## config.mk

```make
export PLATFORM = sky130hd
export DESIGN_NAME = dequantizer
export DESIGN_NICKNAME = d
export VERILOG_FILES = /design/src/rtl/dequantizer.sv
export SDC_FILE = /design/constraint.sdc
export NUM_CORES = 1
export LEC_CHECK = 0
export CAP_MARGIN = 20
export CORE_MARGIN = 3
export CORE_UTILIZATION = 60
export CTS_BUF_LIST = sky130_fd_sc_hd__clkbuf_16
export CTS_CLUSTER_DIAMETER = 150
export CTS_CLUSTER_SIZE = 12
export DETAILED_ROUTE_END_ITERATION = 10
export PLACE_DENSITY_LB_ADDON = 0.12
export SYNTH_ARGS = -nofsm -noshare
export SYNTH_HDL_FRONTEND = slang
export SYNTH_SLANG_ARGS = --single-unit
```

## constraint.sdc

```tcl
create_clock -name clk -period 6.2 [get_ports clk]
set_clock_uncertainty 0.15 [all_clocks]
set_input_delay 1.24 -clock clk [delete_from_list [all_inputs] [get_ports clk]]
set_output_delay 1.24 -clock clk [all_outputs]
set_load 0.05 [all_outputs]
```

## src/rtl/dequantizer.sv

```systemverilog
// Streaming dequantizer: signed activations -> signed accumulator-domain values via per-channel scale/zero-point tables.
// Latency: 2 cycles (beat presented in cycle c appears with out_valid in cycle c+2), one beat per cycle sustained.
// Backpressure: valid/ready both sides; holds at most 2 beats while out_ready=0, in_ready is combinational from out_ready only.
//
// Ports:
//   clk, rst                      clock, synchronous active-high reset
//   cfg_we/cfg_addr/cfg_scale/cfg_zp  per-channel table write (addresses >= NUM_CH ignored)
//   in_valid/in_ready/in_data/in_last input stream; in_last returns the channel counter to 0
//   out_valid/out_ready/out_data/out_sat output stream; out_sat flags a clamped value
// Optional feature: define DEQUANT_SAT_EN to clamp to the ACC range instead of wrapping.

`ifndef DATA_WIDTH
`define DATA_WIDTH 8
`endif
`ifndef ACC_WIDTH
`define ACC_WIDTH 16
`endif

module dequantizer #(
    parameter int NUM_CH      = 4,
    parameter int SCALE_WIDTH = 8,
    parameter int SHIFT       = 0,
    localparam int CW         = (NUM_CH > 1) ? $clog2(NUM_CH) : 1
) (
    input  logic                          clk,
    input  logic                          rst,
    input  logic                          cfg_we,
    input  logic [CW-1:0]                 cfg_addr,
    input  logic signed [SCALE_WIDTH-1:0] cfg_scale,
    input  logic signed [`DATA_WIDTH-1:0] cfg_zp,
    input  logic                          in_valid,
    output logic                          in_ready,
    input  logic signed [`DATA_WIDTH-1:0] in_data,
    input  logic                          in_last,
    output logic                          out_valid,
    input  logic                          out_ready,
    output logic signed [`ACC_WIDTH-1:0]  out_data,
    output logic                          out_sat
);

    localparam int DW = `DATA_WIDTH;
    localparam int AW = `ACC_WIDTH;
    localparam int PW = DW + 1 + SCALE_WIDTH;
    // Intermediate is wide enough to hold the shifted product losslessly and
    // always at least one bit wider than the output so the clamp compare works.
    localparam int WW = ((PW + SHIFT) > (AW + 1)) ? (PW + SHIFT) : (AW + 1);

    // Per-channel tables
    logic signed [SCALE_WIDTH-1:0] r_scale_tab [NUM_CH];
    logic signed [DW-1:0]          r_zp_tab    [NUM_CH];
    logic [CW-1:0]                 r_ch;

    // Stage 1 registers
    logic                          r_s1_vld;
    logic signed [DW:0]            r_diff;
    logic signed [SCALE_WIDTH-1:0] r_s1_scale;

    // Stage 2 (output) registers
    logic                          r_out_vld;
    logic signed [AW-1:0]          r_out_data;

    logic                          w_accept;
    logic                          w_s2_en;
    logic signed [DW:0]            w_diff;
    logic signed [DW-1:0]          w_zp_sel;
    logic signed [PW-1:0]          w_prod;
    logic signed [WW-1:0]          w_wide;
    logic signed [AW-1:0]          w_red;
    logic [CW-1:0]                 w_ch_next;

    // Output register can load when empty or being drained this cycle.
    assign w_s2_en  = !r_out_vld || out_ready;
    assign in_ready = !r_s1_vld || w_s2_en;
    assign w_accept = in_valid && in_ready;

    assign w_ch_next = (in_last || (r_ch == CW'(NUM_CH - 1))) ? '0 : r_ch + CW'(1);

    // Sign-extend both operands by one bit so the subtraction cannot overflow.
    assign w_zp_sel = r_zp_tab[r_ch];
    assign w_diff   = $signed({in_data[DW-1], in_data}) - $signed({w_zp_sel[DW-1], w_zp_sel});

    // Size casts of signed operands sign-extend, giving a full-precision product.
    assign w_prod = PW'(r_diff) * PW'(r_s1_scale);
    assign w_wide = WW'(w_prod) <<< SHIFT;

`ifdef DEQUANT_SAT_EN
    localparam logic signed [WW-1:0] MAXV = {{(WW - AW + 1){1'b0}}, {(AW - 1){1'b1}}};
    localparam logic signed [WW-1:0] MINV = {{(WW - AW + 1){1'b1}}, {(AW - 1){1'b0}}};

    logic w_sat;
    logic r_out_sat;

    always_comb begin
        w_sat = 1'b0;
        w_red = AW'(w_wide);
        if (w_wide > MAXV) begin
            w_sat = 1'b1;
            w_red = AW'(MAXV);
        end else if (w_wide < MINV) begin
            w_sat = 1'b1;
            w_red = AW'(MINV);
        end
    end

    always_ff @(posedge clk) begin
        if (rst) begin
            r_out_sat <= 1'b0;
        end else if (w_s2_en && r_s1_vld) begin
            r_out_sat <= w_sat;
        end
    end

    assign out_sat = r_out_sat;
`else
    // Two's-complement wrap: keep the low ACC bits.
    assign w_red   = AW'(w_wide);
    assign out_sat = 1'b0;
`endif

    // Table writes: a beat accepted in the same cycle reads the old entry,
    // since the read above uses the pre-edge table contents.
    always_ff @(posedge clk) begin
        if (rst) begin
            for (int i = 0; i < NUM_CH; i++) begin
                r_scale_tab[i] <= SCALE_WIDTH'(1);
                r_zp_tab[i]    <= '0;
            end
        end else if (cfg_we && (int'(cfg_addr) < NUM_CH)) begin
            r_scale_tab[cfg_addr] <= cfg_scale;
            r_zp_tab[cfg_addr]    <= cfg_zp;
        end
    end

    // Stage 1: subtract zero-point, capture scale, advance channel.
    always_ff @(posedge clk) begin
        if (rst) begin
            r_ch       <= '0;
            r_s1_vld   <= 1'b0;
            r_diff     <= '0;
            r_s1_scale <= '0;
        end else begin
            if (w_accept) begin
                r_ch       <= w_ch_next;
                r_diff     <= w_diff;
                r_s1_scale <= r_scale_tab[r_ch];
                r_s1_vld   <= 1'b1;
            end else if (w_s2_en) begin
                r_s1_vld   <= 1'b0;
            end
        end
    end

    // Stage 2: multiply, shift, reduce into the output register.
    always_ff @(posedge clk) begin
        if (rst) begin
            r_out_vld  <= 1'b0;
            r_out_data <= '0;
        end else if (w_s2_en) begin
            r_out_vld <= r_s1_vld;
            if (r_s1_vld) begin
                r_out_data <= w_red;
            end
        end
    end

    assign out_valid = r_out_vld;
    assign out_data  = r_out_data;

endmodule

```

; ---- Yosys cells after proc, flatten, opt, wreduce, memory -nomap -nowiden
; Memories as Yosys holds them, arrays and structs flattened. A register that Yosys moved wholly into a read port is not among the register bits.
; Cells that the tools add are included.
[totals]
reg_bits = 29
mem_bits_rw = 64
in_bits = 32
out_inout_bits = 19
elab_cells = 37
n_memories = 2
[op_classes]
addsub = 2
mul = 1
eq_ne = 1
n_mux = 16
n_reduce_logical = 10
[memory_table]
columns = name, words, word_bits, rd, rd_clocked_by_memory_dff, wr, line
row1 = r_scale_tab, 4, 8, 1, 1, 4, 49  ; logic signed [SCALE_WIDTH-1:0] r_scale_tab [NUM_CH];
row2 = r_zp_tab, 4, 8, 1, 1, 4, 50  ; logic signed [DW-1:0] r_zp_tab [NUM_CH];
[ops]
columns = operator, count
row1 = $mul A9 B8 Y16, 1
row2 = $mux W8, 2
row3 = $reduce_or A8 Y1, 2
row4 = $mux W2, 5
row5 = $mux W1, 9
row6 = $sub A8 B8 Y9, 1
row7 = $logic_or A1 B1 Y1, 3
row8 = $add A2 B1 Y2 const B, 1
row9 = $eq A2 B2 Y1 const B, 1
row10 = $logic_not A1 Y1, 2
row11 = $reduce_and A2 Y1, 1
row12 = $reduce_bool A2 Y1, 1
row13 = $logic_and A1 B1 Y1, 1

; ---- Logic depth before layout (Yosys ltp)
; Gate-level depths: netlist of run 1.
[depth]
depth_word = 6
mapped_depth = 20
depth_no_buf = 19

; ---- Least setup slack after synthesis of run 1
; No wires, ideal clock.
[synth_timing]
path_kind = register to register
from = reg r_diff[8]
to = reg r_out_data[15] (netlist: out_data[15])
setup_ps = 67
t_arrival_ps = 4245
required_time_ps = 5983
path_slack_ps = 1737
path_stages_with_launch = 18
path_buffers = 1
synth_period_minus_slack_ps = 4463
cell_sequence = dfxtp_1 -> clkbuf_1 -> nand2_1 -> inv_1 -> fa_1 -> inv_1 -> fa_1 -> fa_1 -> fa_1 -> inv_1 -> ha_1 -> and2_1 -> a31o_2 -> a311oi_4 -> a21oi_2 -> xnor2_1 -> nand2_1 -> a21oi_2
[synth_between]
elab_chain_len = 1
[synth_lines]
columns = element, line
row1 = from (decl), 55  ; logic signed [DW:0] r_diff;
row2 = from (signal assigned), 144  ; r_diff <= w_diff;
row3 = $mul A9 B8 Y16, 83  ; assign w_prod = PW'(r_diff) * PW'(r_s1_scale);
row4 = to (signal assigned), 161  ; r_out_data <= w_red;
row5 = to (decl), 60  ; logic signed [AW-1:0] r_out_data;
; No other way between the ends.
; A chain may end at the register's enable or synchronous reset.

; ---- Worst setup path after layout of run 1
[layout_timing]
from = reg r_s1_scale[2] (read register of r_scale_tab)
to = reg r_out_data[15] (netlist: out_data[15])
[layout_between]
elab_chain_len = 1
[layout_lines]
columns = element, line
row1 = from (decl), 56  ; logic signed [SCALE_WIDTH-1:0] r_s1_scale;
row2 = $mul A9 B8 Y16, 83
; No other way between the ends.

==> results.yml, run 1 <==
outcome:
  outcome: "completed"
synth:
  synthesis.area_sq_um: 7110
  ys.flop_type: "edfxtp_1"
  synth_fa_ha_area_frac: 0.233
  ys_ff_latch: 103
  synth_cells: 676
  async_reset_ff_frac: 0
  synth_simple_gate_area_frac: 0.189
  muxShareOfSynthArea: 0.0521
  synth_compound_area_frac: 0.0593
  synth_edf_count: 64
  synth_top_family_by_area: "adder cells"
  syn_avg_cell_area_sq_um: 10.5
  synth_seq_area_share: 0.380
  syn-num-nets: 805
  synth.distinct_cells: 48
  yosys_warnings: 0
  synth-xor-area-share: 0.0185
critical_path:
  worstSetupEndpointType: "flop"
  crit_path_start_kind: "flop"
  crit_arrival_ps: 4860
  crit_path_max_fanout: 10
  cp.required_ps: 6360
  path_class: "flop to flop"
die:
  coreArea_sq_um: 11500
  ioPinCount: 51
  rows: 39
  die_h_microns: 115
  die_w_microns: 115
  die_area_sq_um: 13200
  initial_core_util: 0.617
run:
  max-cap-violations: 0
timing:
  max_freq_ghz: 0.212
  rsz0062_at_grt: "no"
  maxSlewViolCount: 0
  post-route-min-period_ps: 4710
  relSlewSlack: 0.290
  timing.hold.ws_ps: 304
  fin_setup_tns_ps: 0
  worst_slew_pin_slew_ps: 1060
  fin_crit_sh: 0.759
  hold_viol: 0
  setup_viol: 0
layout:
  multi_input_area_sq_um: 3920
  final-instance-count-excl-fill: 859
  area_growth_pct: 12.6
  fill_cells: 857
  diodes: 0
  regArea_sq_um: 2700
  final_area_sq_um: 8010
  drive_gt1_frac: 0.0712
  fin_nets: 840
placement:
  gp_congestion: 0.856
  hpwl_microns: 10400
  placed_cell_area_sq_um: 7690
  portBuffers: 49
  dp.cells: 843
route:
  met2WireLength_microns: 7380
  viasPerCell: 5.43
  post_drt_wl_per_cell_microns: 16.1
  wl_met1_microns: 5780
  top_layer_used: "met4"
  ant_nets: 0
  drc: 0
  drt-total-wl_microns: 13800
  first_pass_iters: 4
  vias: 4662
  drtIter0Drc: 250
  wl_met3_microns: 514
clocking:
  clk_pin_slew_worst_paths_ps: 80
  cts_root_buf: "clkbuf_16"
  clk_latency_ps: 360
  hold_buffers: 0
  cts_max_level: 3
  cts_inserted_buffers: 9
  cts_tree: "done"
  clock-sinks: 103
  cts_resized: 0
  cts_setup_buffers: 0
  clockBufferDepth: 2
grt:
  grt_util_all_layers: 0.232
  grt_pass1_vias: 4952
  grt_pass1_wl_microns: 23900
  grt_antenna_before_repair: 0
  gr-total-overflow: 0
  grt_max_degree: 43
pwr:
  p_leak_nw: 3.32
  peakVddDrop_mv: 0.193
  power_density_nw_per_um2: 228
  finalPower_mw: 1.83
min_path:
  min_path_type: "flop to flop"
==> synth_stat cells (2+ instances only) <==
library cell,count,share of area
a211oi_1,4,0.0042
xnor2_1,13,0.016
o31ai_1,2,0.0021
o21ai_0,10,0.0070
a31oi_1,3,0.0026
o21ai_1,2,0.0014
or2_2,4,0.0035
nor3b_1,2,0.0021
fa_1,59,0.17
and3_1,5,0.0044
nand2b_1,11,0.0097
nor2b_1,7,0.0062
ha_1,38,0.067
buf_1,2,0.0011
inv_1,96,0.051
edfxtp_1,64,0.27
dfxtp_1,39,0.11
mux4_2,16,0.051
nor2_1,28,0.015
o21a_1,2,0.0021
xor2_1,2,0.0025
a31o_2,2,0.0025
nor4b_1,2,0.0025
buf_2,7,0.0049
nor3_1,11,0.0077
nand3_1,11,0.0077
and2_1,99,0.087
nand2_1,67,0.035
clkbuf_1,19,0.010
a21oi_1,30,0.021
a21oi_2,2,0.0025
==> flip-flops by register name, indices dropped and copies added, names as in the netlist, named ones only <==
register     flops
r_s1_scale       8
r_zp_tab        32
r_scale_tab     32
r_s1_vld         1
r_ch             2
out_valid        1
out_data        16
r_diff           9
==> path summary, 6_finish.rpt <==
check        slack, ps     startpoint  depth (start not counted)           end
min reg2reg        300    out_data[9]                          2   out_data[9]
max reg2reg       1490  r_s1_scale[2]                         16  out_data[15]
max               1490  r_s1_scale[2]                         16  out_data[15]
min                300    out_data[9]                          2   out_data[9]
==> kinds of logic after synthesis <==
family,after synthesis
flops,103
compound gates,65
other cells,1
fa+ha+maj,97
mux,17
simple gates,253
xor+xnor,15
buf+inv,125
==> where the power goes <==
part / total, mW / internal, mW / leakage [nW] / switching, mW
sequential: 0.823 / 0.779 / 0.942 / 0.0437
combinational: 0.388 / 0.171 / 2.22 / 0.217
clock: 0.615 / 0.327 / 0.158 / 0.288
==> area by class of cell <==
type,count,area share
clock buffers,9,0.0281
clock inverters,7,0.0119
inverters,96,0.0450
multi-input cells,448,0.490
flip-flops and latches,103,0.338
well taps,143,0.0223
repair buffers,53,0.0650
==> worst max-delay path, cell delays in order, from the launching register on <==
cell      delay, ps
dfxtp_1         410
nand2_1         180
inv_1            80
fa_1            620
inv_1           110
fa_1            560
fa_1            430
fa_1            490
inv_1            40
ha_1            350
and2_1          190
a31o_2          230
a311oi_4        310
a21oi_2         100
xnor2_1         170
nand2_1          80
a21oi_2         140
==> metal layers <==
metal,GRT usage,vias up
li1,-,2267
met3,0.0432,15
met1,0.281,2281
met5,0,-
met4,0.0736,0
met2,0.419,99
==> cells in the final DEF (no fill, tap or decap), types with 3 or more instances in the layout <==
master | Yosys | layout
and2_1 | 99 | 99
inv_1 | 96 | 96
nand2_1 | 67 | 67
edfxtp_1 | 64 | 64
fa_1 | 59 | 59
clkdlybuf4s50_1 | 0 | 49
dfxtp_1 | 39 | 39
ha_1 | 38 | 38
a21oi_1 | 30 | 30
nor2_1 | 28 | 28
mux4_2 | 16 | 16
xnor2_1 | 13 | 13
nand2b_1 | 11 | 11
nor3_1 | 11 | 11
nand3_1 | 11 | 11
o21ai_0 | 10 | 10
clkbuf_16 | 0 | 9
nor2b_1 | 7 | 7
and3_1 | 5 | 5
or2_2 | 4 | 4
a211oi_1 | 4 | 4
buf_4 | 1 | 4
a31oi_1 | 3 | 3
inv_6 | 0 | 3
==> per-stage QoR <==
step,utilization,worst slack [ps]
6_report,0.695,1490
5_1_grt,0.695,1250
4_1_cts,0.695,1480
3_5_place_dp,0.667,1490
3_3_place_gp,0.667,1610
2_1_floorplan,-,1740
Note: power is estimated with default switching activity, not from simulation.
==> inputs of run 2 (changes only) <==
--- a/config.mk
+++ b/config.mk
@@ -7,7 +7,7 @@
 export LEC_CHECK = 0
 export CAP_MARGIN = 20
 export CORE_MARGIN = 3
-export CORE_UTILIZATION = 60
+export CORE_UTILIZATION = 54
 export CTS_BUF_LIST = sky130_fd_sc_hd__clkbuf_16
 export CTS_CLUSTER_DIAMETER = 150
 export CTS_CLUSTER_SIZE = 12
==> constraint.sdc (replaced) <==
create_clock -name clk -period 4 [get_ports clk]
set_clock_uncertainty 0.15 [all_clocks]
set_input_delay 0.8 -clock clk [delete_from_list [all_inputs] [get_ports clk]]
set_output_delay 0.8 -clock clk [all_outputs]
set_load 0.05 [all_outputs]
==> results.yml, run 2 (same netlist as run 1, synthesis figures left out) <==
outcome:
  outcome: "finished, violations left"
  violations: "negative setup slack"
critical_path:
  cp-startpoint: "r_s1_scale[4]"
  path_class: "flop to flop"
  reg2reg_from: "r_s1_scale[4]"
  r2r_cells: 16
  crit_arrival_ps: 4460
  crit_path_start_kind: "flop"
  ff2ff_setup_slack_ps: -330
  worstReg2RegEnd: "out_data[15]"
  cp.required_ps: 4130
  worstSetupEndpointType: "flop"
  crit_path_max_fanout: 5
  setup.worst_path.end: "out_data[15]"
clocking:
  cts_tree: "done"
  cts_max_level: 3
  clk_latency_ps: 350
  cts_root_buf: "clkbuf_16"
  hold_buffers: 0
  clk_pin_slew_worst_paths_ps: 80
  clockBufferDepth: 2
  clock-sinks: 103
  cts_inserted_buffers: 9
layout:
  drive_gt1_frac: 0.254
  fin_nets: 903
  final_common_cell: "and2_1"
  mostFrequentLayoutCells: "90 x and2_1, 75 x inv_1, 64 x edfxtp_1, 61 x nand2_1, 60 x buf_4"
  diodes: 0
  fill_cells: 976
  final-instance-count-excl-fill: 951
  area_growth_pct: 24.7
die:
  initial_core_util: 0.559
  die_area_sq_um: 14600
  ioPinCount: 51
  coreArea_sq_um: 12700
  die_h_microns: 121
  rows: 41
  die_w_microns: 121
grt:
  grt_pass1_wl_microns: 25400
  gr-total-overflow: 0
  grt_util_all_layers: 0.224
  grt_antenna_before_repair: 0
  grt_pass1_vias: 5465
  grt_max_degree: 42
min_path:
  min_path_type: "flop to flop"
route:
  viasPerCell: 5.27
  vias: 5014
  ant_nets: 0
  first_pass_iters: 4
  drc: 0
  drt-total-wl_microns: 15300
  post_drt_wl_per_cell_microns: 16.1
  drtIter0Drc: 183
timing:
  maxSlewViolCount: 0
  post-route-min-period_ps: 4330
  postLayoutSetupSlackWorst_ps: -332
  timing.hold.ws_ps: 307
  worst_slew_pin_slew_ps: 923
  max_freq_ghz: 0.231
  hold_viol: 0
  fin_setup_tns_ps: -1130
  setup_viol: 5
  relSlewSlack: 0.384
  rsz0062_at_grt: "yes"
  fin_crit_sh: 1.08
pwr:
  peakVddDrop_mv: 0.324
  p_leak_nw: 3.63
  power_density_nw_per_um2: 334
  finalPower_mw: 2.96
placement:
  portBuffers: 49
  hpwl_microns: 11500
  gp_congestion: 0.989
  post-place-ws_ps: -421
  dp.cells: 918
run:
  max-cap-violations: 0
run 2: cell count changes in the layout (fill, tap and decap cells not counted), sizes merged:
| cell | delta |
|---|---|
| bufinv | -1 |
| buf | +63 |
| clkinvlp | +1 |
run 2: worst min path at each step:
stage	end	cells past startpoint	startpoint	slack (ps)
after global routing	out_data[9]	2	out_data[9]	330
after CTS	out_data[0]	2	out_data[0]	310
after floorplan	r_s1_scale[7]	2	r_s1_scale[7]	330
after global placement	out_data[11]	2	out_data[11]	290
after detailed placement	out_data[2]	2	out_data[2]	300
final	out_data[9]	2	out_data[9]	310
run 2: metal layers:
| layer | share of wire | GRT usage | routed length [microns] | up-vias |
|---|---|---|---|---|
| li1 | - | - | - | 2395 |
| met1 | 0.39 | 0.250 | 6010 | 2485 |
| met2 | 0.54 | 0.425 | 8350 | 98 |
| met3 | 0.032 | 0.0355 | 495 | 36 |
| met4 | 0.030 | 0.0885 | 466 | 0 |
| met5 | 0 | 0 | 0 | - |
run 2: area by class of cell:
type	count	area (sq um)	area share
Sequential cell	103	2740	0.310
Clock buffer	9	225	0.0254
Tap cell	172	215	0.0243
Clock inverter	7	55.1	0.00621
Timing Repair Buffer	116	1030	0.116
Inverter	96	360	0.0407
Multi-Input combinational cell	448	4230	0.478
run 2: through the flow:
| step | util | area, sq um |
|---|---|---|
| CTS | 0.685 | 8720 |
| finish | 0.696 | 8860 |
| global route | 0.696 | 8860 |
| detailed placement | 0.641 | 8150 |
| floorplan | - | 7230 |
| global placement | 0.641 | 8150 |
run 2: critical path, stage by stage (launching register included):
cell and delay, ps:
dfxtp_4 370, buf_6 120, and2_4 160, fa_1 510
inv_2 50, fa_1 460, fa_1 490, fa_1 540
inv_2 50, ha_4 220, and2_4 140, a31o_4 210
a311oi_4 300, a21oi_2 100, xnor2_1 150, nand2_1 90
a21oi_2 170
run 2: where the power goes:
| part | leakage, nW | switching (mW) | internal (mW) | total (mW) |
|---|---|---|---|---|
| clock network | 0.139 | 0.421 | 0.432 | 0.853 |
| registers | 0.950 | 0.0558 | 1.21 | 1.27 |
| logic | 2.54 | 0.432 | 0.409 | 0.841 |
run 2: repair_timing:
item                                    4_1_cts  5_1_grt
endpoints found under the setup margin        8        8
resized for setup                            74       24
gates cloned                                  0        0
buffers inserted                              8        9
pin swaps                                    61       37
